**src/rtl/ddr2_pixel_arbiter.sv**
```systemverilog
// ddr2_pixel_arbiter: shares the DDR2 address/write-data/read-data FIFOs
// between the pixel feeder (reads) and the graphics writer (masked writes).
// Reads win by default. Define ARB_WRITE_FAIRNESS_EN to force a waiting
// write through after STARVE_MAX consecutive read grants.
module ddr2_pixel_arbiter #(
    parameter int unsigned STARVE_MAX = 32
) (
    input  logic         cpu_clk_g,
    input  logic         rst,
    // pixel feeder request port
    input  logic         pf_af_wr_en,
    input  logic [30:0]  pf_af_addr_din,
    output logic         pf_af_full,
    // pixel feeder read-data return
    output logic         pf_rdf_valid,
    output logic [127:0] pf_rdf_dout,
    input  logic         pf_rdf_rd_en,
    // graphics writer
    input  logic         gw_req,
    input  logic [30:0]  gw_addr,
    input  logic [255:0] gw_data,
    input  logic [31:0]  gw_mask,
    output logic         gw_ack,
    // DDR2 address FIFO
    output logic [2:0]   af_cmd_din,
    output logic [30:0]  af_addr_din,
    output logic         af_wr_en,
    input  logic         af_full,
    // DDR2 write-data FIFO
    output logic [127:0] wdf_din,
    output logic [15:0]  wdf_mask_din,
    output logic         wdf_wr_en,
    input  logic         wdf_full,
    // DDR2 read-data FIFO
    input  logic         rdf_valid,
    input  logic [127:0] rdf_dout,
    output logic         rdf_rd_en
);

    typedef enum logic {IDLE, WBEAT1} state_t;

    state_t state_q, state_d;
    logic   force_wr;
    logic   rd_sel;
    logic   wr_sel;

    // Grant decisions in IDLE; a read blocks the write in the same cycle.
    assign rd_sel = (state_q == IDLE) && pf_af_wr_en && !af_full && !force_wr;
    assign wr_sel = (state_q == IDLE) && gw_req && !rd_sel && !af_full && !wdf_full;

`ifdef ARB_WRITE_FAIRNESS_EN
    logic [5:0] starve_q, starve_d;

    assign force_wr = gw_req && ({26'd0, starve_q} >= STARVE_MAX);

    // Count read grants that overtake a waiting write; saturate at 63.
    always_comb begin
        starve_d = starve_q;
        if (!gw_req || wr_sel)
            starve_d = 6'd0;
        else if (rd_sel && (starve_q != 6'h3F))
            starve_d = starve_q + 6'd1;
    end

    // Starvation counter register.
    always_ff @(posedge cpu_clk_g) begin
        if (rst) starve_q <= 6'd0;
        else     starve_q <= starve_d;
    end
`else
    // Strict read priority: the threshold has no effect in this build.
    logic unused_starve_max;
    assign unused_starve_max = ^STARVE_MAX;
    assign force_wr = 1'b0;
`endif

    // State register.
    always_ff @(posedge cpu_clk_g) begin
        if (rst) state_q <= IDLE;
        else     state_q <= state_d;
    end

    // Next state and all command/data strobes; reset forces the quiet values.
    always_comb begin
        state_d      = state_q;
        pf_af_full   = 1'b1;
        gw_ack       = 1'b0;
        af_wr_en     = 1'b0;
        af_cmd_din   = 3'b000;
        af_addr_din  = 31'd0;
        wdf_wr_en    = 1'b0;
        wdf_din      = 128'd0;
        wdf_mask_din = 16'd0;
        if (rst) begin
            state_d = IDLE;
        end else begin
            case (state_q)
                IDLE: begin
                    if (rd_sel) begin
                        af_wr_en    = 1'b1;
                        af_cmd_din  = 3'b001;
                        af_addr_din = pf_af_addr_din;
                        pf_af_full  = 1'b0;
                    end else if (wr_sel) begin
                        af_wr_en     = 1'b1;
                        af_cmd_din   = 3'b000;
                        af_addr_din  = gw_addr;
                        wdf_wr_en    = 1'b1;
                        wdf_din      = gw_data[127:0];
                        wdf_mask_din = gw_mask[15:0];
                        state_d      = WBEAT1;
                    end
                end
                WBEAT1: begin
                    if (!wdf_full) begin
                        wdf_wr_en    = 1'b1;
                        wdf_din      = gw_data[255:128];
                        wdf_mask_din = gw_mask[31:16];
                        gw_ack       = 1'b1;
                        state_d      = IDLE;
                    end
                end
                default: state_d = IDLE;
            endcase
        end
    end

    // Read data goes straight through; only the feeder ever reads.
    assign pf_rdf_valid = rdf_valid;
    assign pf_rdf_dout  = rdf_dout;
    assign rdf_rd_en    = pf_rdf_rd_en;

endmodule

```
**config.mk**
```make
export PLATFORM = sky130hd
export DESIGN_NAME = ddr2_pixel_arbiter
export DESIGN_NICKNAME = d
export VERILOG_FILES = /design/src/rtl/ddr2_pixel_arbiter.sv
export SDC_FILE = /design/constraint.sdc
export NUM_CORES = 1
export LEC_CHECK = 0
export CORE_AREA = 2 2 307 309
export DETAILED_ROUTE_END_ITERATION = 7
export DIE_AREA = 0 0 309 311
export SYNTH_ARGS = -nofsm -noshare
export SYNTH_HDL_FRONTEND = slang
export SYNTH_SLANG_ARGS = --single-unit
```
**constraint.sdc**
```tcl
create_clock -name cpu_clk_g -period 6.53 [get_ports cpu_clk_g]
set_clock_uncertainty 0.15 [all_clocks]
set_input_delay 1.959 -clock cpu_clk_g [delete_from_list [all_inputs] [get_ports cpu_clk_g]]
set_output_delay 1.959 -clock cpu_clk_g [all_outputs]
set_load 0.005 [all_outputs]
```
==> flow_metrics.py <==
metrics = {
    "grt": {
        "grt_max_degree": 63,
        "grt_pass1_wl_um": 67300,
        "grtUsageTotal_pct": 11.0,
        "antenna_found_initial": 13,
        "grt_pass1_vias": 5649,
        "grt_overflow": 0,
    },
    "place": {
        "hpwl_um": 52600,
        "finalWeightedCongestion": 0.903,
        "io_buffers": 535,
        "post_dp_cell_area_um2": 9630,
    },
    "power_and_ir_drop": {
        "ir_drop_mv": 0.0209,
        "clkPwrFrac_pct": 0,
        "internal_power_mw": 0.268,
        "combPwrFrac_pct": 98.3,
        "p_leak_nw": 3.06,
        "p_switching_mw": 0.146,
        "p_sw_share_pct": 35.3,
        "p_per_area_nw_per_um2": 42.9,
        "seqPwrFrac_pct": 1.7,
    },
    "yosys": {
        "syn_avg_cell_area_um2": 8.49,
        "synth_top_area_share_pct": 40.1,
        "synth.distinct_cells": 21,
        "yosys_warnings": 0,
        "syn_area_um2": 3340,
        "postSynthCellCount": 394,
        "ys_ff_latch": 1,
        "synth_area_leader_cell": "a32o_1",
        "synth_area_leaders": "a32o_1, buf_4, a32o_2",
        "yosysSeqAreaShare_pct": 0.599,
    },
    "routing": {
        "drc_errors": 0,
        "first_pass_iters": 5,
        "routed-via-count": 5613,
        "wl_per_cell_um": 28.2,
        "ant_nets": 0,
        "drt_iter0_drc": 392,
        "wl_um": 57500,
        "viasPerCell": 2.75,
    },
    "finish": {
        "fill_cells": 10748,
        "drive_gt1_share_pct": 17.0,
        "largest_reg_flops": 1,
        "design_area_um2": 9660,
        "final_nets": 1264,
        "regMostFlops": "state_q",
        "largest_registers": "state_q x1",
        "area_growth_pct": 189,
    },
    "setup_path": {
        "path_class": "in2out",
        "critical_path_arrival_ns": 4.31,
        "critPathTopFamily": "buffers and inverters",
        "cp_max_fo": 32,
        "path_buf_inv": 5,
        "crit_required_ns": 4.42,
        "max_stage_delay_ns": 0.58,
        "slowest_stage": "clkdlybuf4s50_1",
        "worstPathCellList": "clkdlybuf4s50_1 -> buf_4 -> nor3b_4 -> buf_12 -> buf_12 -> a32o_1 -> clkdlybuf4s50_1",
        "worst_setup_path_start_kind": "primary input",
        "worstSetupEndpointType": "primary output",
    },
    "clock_tree": {
        "cts_setup_buffers": 0,
        "ctsResizeCount": 3,
        "insertion_delay_ns": 0,
        "clk_pin_slew_ns": 0,
        "hold_buffers": 0,
    },
    "floorplan": {
        "die_area_um2": 96100,
        "num_rows": 112,
        "core_um2": 92800,
        "start_util_pct": 3.60,
        "die_width_um": 309,
        "ios": 798,
        "die_h_um": 311,
    },
    "run": {
        "maxCapViolCount": 0,
    },
    "min_path": {
        "hp-class": "reg2reg",
    },
    "timing": {
        "finalMaxSlewViolations": 0,
        "hold_viol": 0,
        "setup_viol": 0,
        "fin_crit_sh_pct": 98.3,
        "rsz0062_at_grt": "no",
        "tightest_slew_ns": 0.585,
        "fin_setup_tns_ns": 0,
        "period_needed_ns": 6.42,
        "clock.fmax_mhz": 156,
        "max_slew_margin_pct": 60.5,
    },
    "run_status": {
        "status": "completed",
    },
}
==> final timing paths <==
path,cells past startpoint,slack (ns),start,endpoint
hold reg to reg,3,0.82,state_q,state_q
setup reg to reg,4,5.00,state_q,state_q
setup / recovery,7,0.11,af_full,wdf_din[29]
hold / removal,3,0.82,state_q,state_q
==> layout make-up <==
| class | instances | area (um2) | share of cell area, % |
|---|---|---|---|
| Sequential cell | 1 | 20.0 | 0.207 |
| Antenna cell | 8 | 20.0 | 0.207 |
| Timing Repair Buffer | 575 | 6060 | 62.7 |
| Tap cell | 1254 | 1570 | 16.2 |
| Inverter | 1 | 8.76 | 0.0906 |
| Multi-Input combinational cell | 199 | 1980 | 20.5 |
==> routing by layer <==
| metal | up-vias | global-route usage, % | part of all wire (%) |
|---|---|---|---|
| met3 | 20 | 5.30 | 14 |
| met2 | 613 | 18.6 | 46 |
| met4 | 6 | 0.662 | 0.72 |
| li1 | 2320 | - | - |
| met5 | - | 0 | 0.070 |
| met1 | 2654 | 13.1 | 40 |
==> power by group through the flow <==
stage | combinational (mW) | clock (mW) | sequential, mW
2_1_floorplan | 0.134 | 0 | 0.00640
3_3_place_gp | 0.414 | 0 | 0.00706
3_5_place_dp | 0.409 | 0 | 0.00704
4_1_cts | 0.412 | 0 | 0.00707
5_1_grt | 0.426 | 0.0000000615 | 0.00705
6_report | 0.407 | 0.000000556 | 0.00705
==> logic make-up (layout without fill, tap and decap cells) <==
kind of cell / Yosys count / count (layout) / share of synthesized area [%]
simple gates: 19 / 19 / 4.79
compound gates: 178 / 178 / 53.7
buf+inv: 195 / 576 / 40.8
flops: 1 / 1 / 0.599
other cells: 1 / 10 / 0.112
==> synth_stat cells (all sizes together) <==
cell type  number
clkinv          1
nor4b          13
or4b            1
nor3b           2
buf           185
a21o            1
dfxtp           1
clkbuf          9
nand2           1
nor3            1
conb            1
o2bb2ai         1
a22o           13
o21a            1
a32o          162
nor2            1
==> worst register-to-register path, stage by stage (launching register included) <==
cell and delay [ns]:
dfxtp_1 0.64, nor3_2 0.12, buf_4 0.21, buf_4 0.17, o2bb2ai_1 0.12
==> per-stage QoR <==
stage               hold WS, ns  setup WS [ns]  total power [mW]  instances  util [%]
finish                    0.821          0.110             0.414       2038      10.4
global route              0.842         0.0186             0.433       2034      10.4
CTS                       0.819         0.0817             0.419       2030      10.4
detailed placement        0.810         -0.376             0.416       2030      10.4
global placement          0.813         -0.334             0.421       2030      10.4
floorplan                 0.643           1.45             0.140        395         -
==> cell usage in the layout, fill, tap and decap left out <==
cell type / instances
dlygate4sd2_1: 1
a32o_2: 28
a21o_1: 1
a32o_1: 134
clkinv_4: 1
o21a_1: 1
nor4b_1: 13
clkdlybuf4s50_1: 475
buf_4: 54
buf_6: 1
or4b_4: 1
dfxtp_1: 1
nand2_1: 1
o2bb2ai_1: 1
conb_1: 2
diode_2: 8
a22o_1: 13
nor2_1: 1
nor3_2: 1
nor3b_4: 2
buf_12: 44
Power figures use the tool's default switching activity.
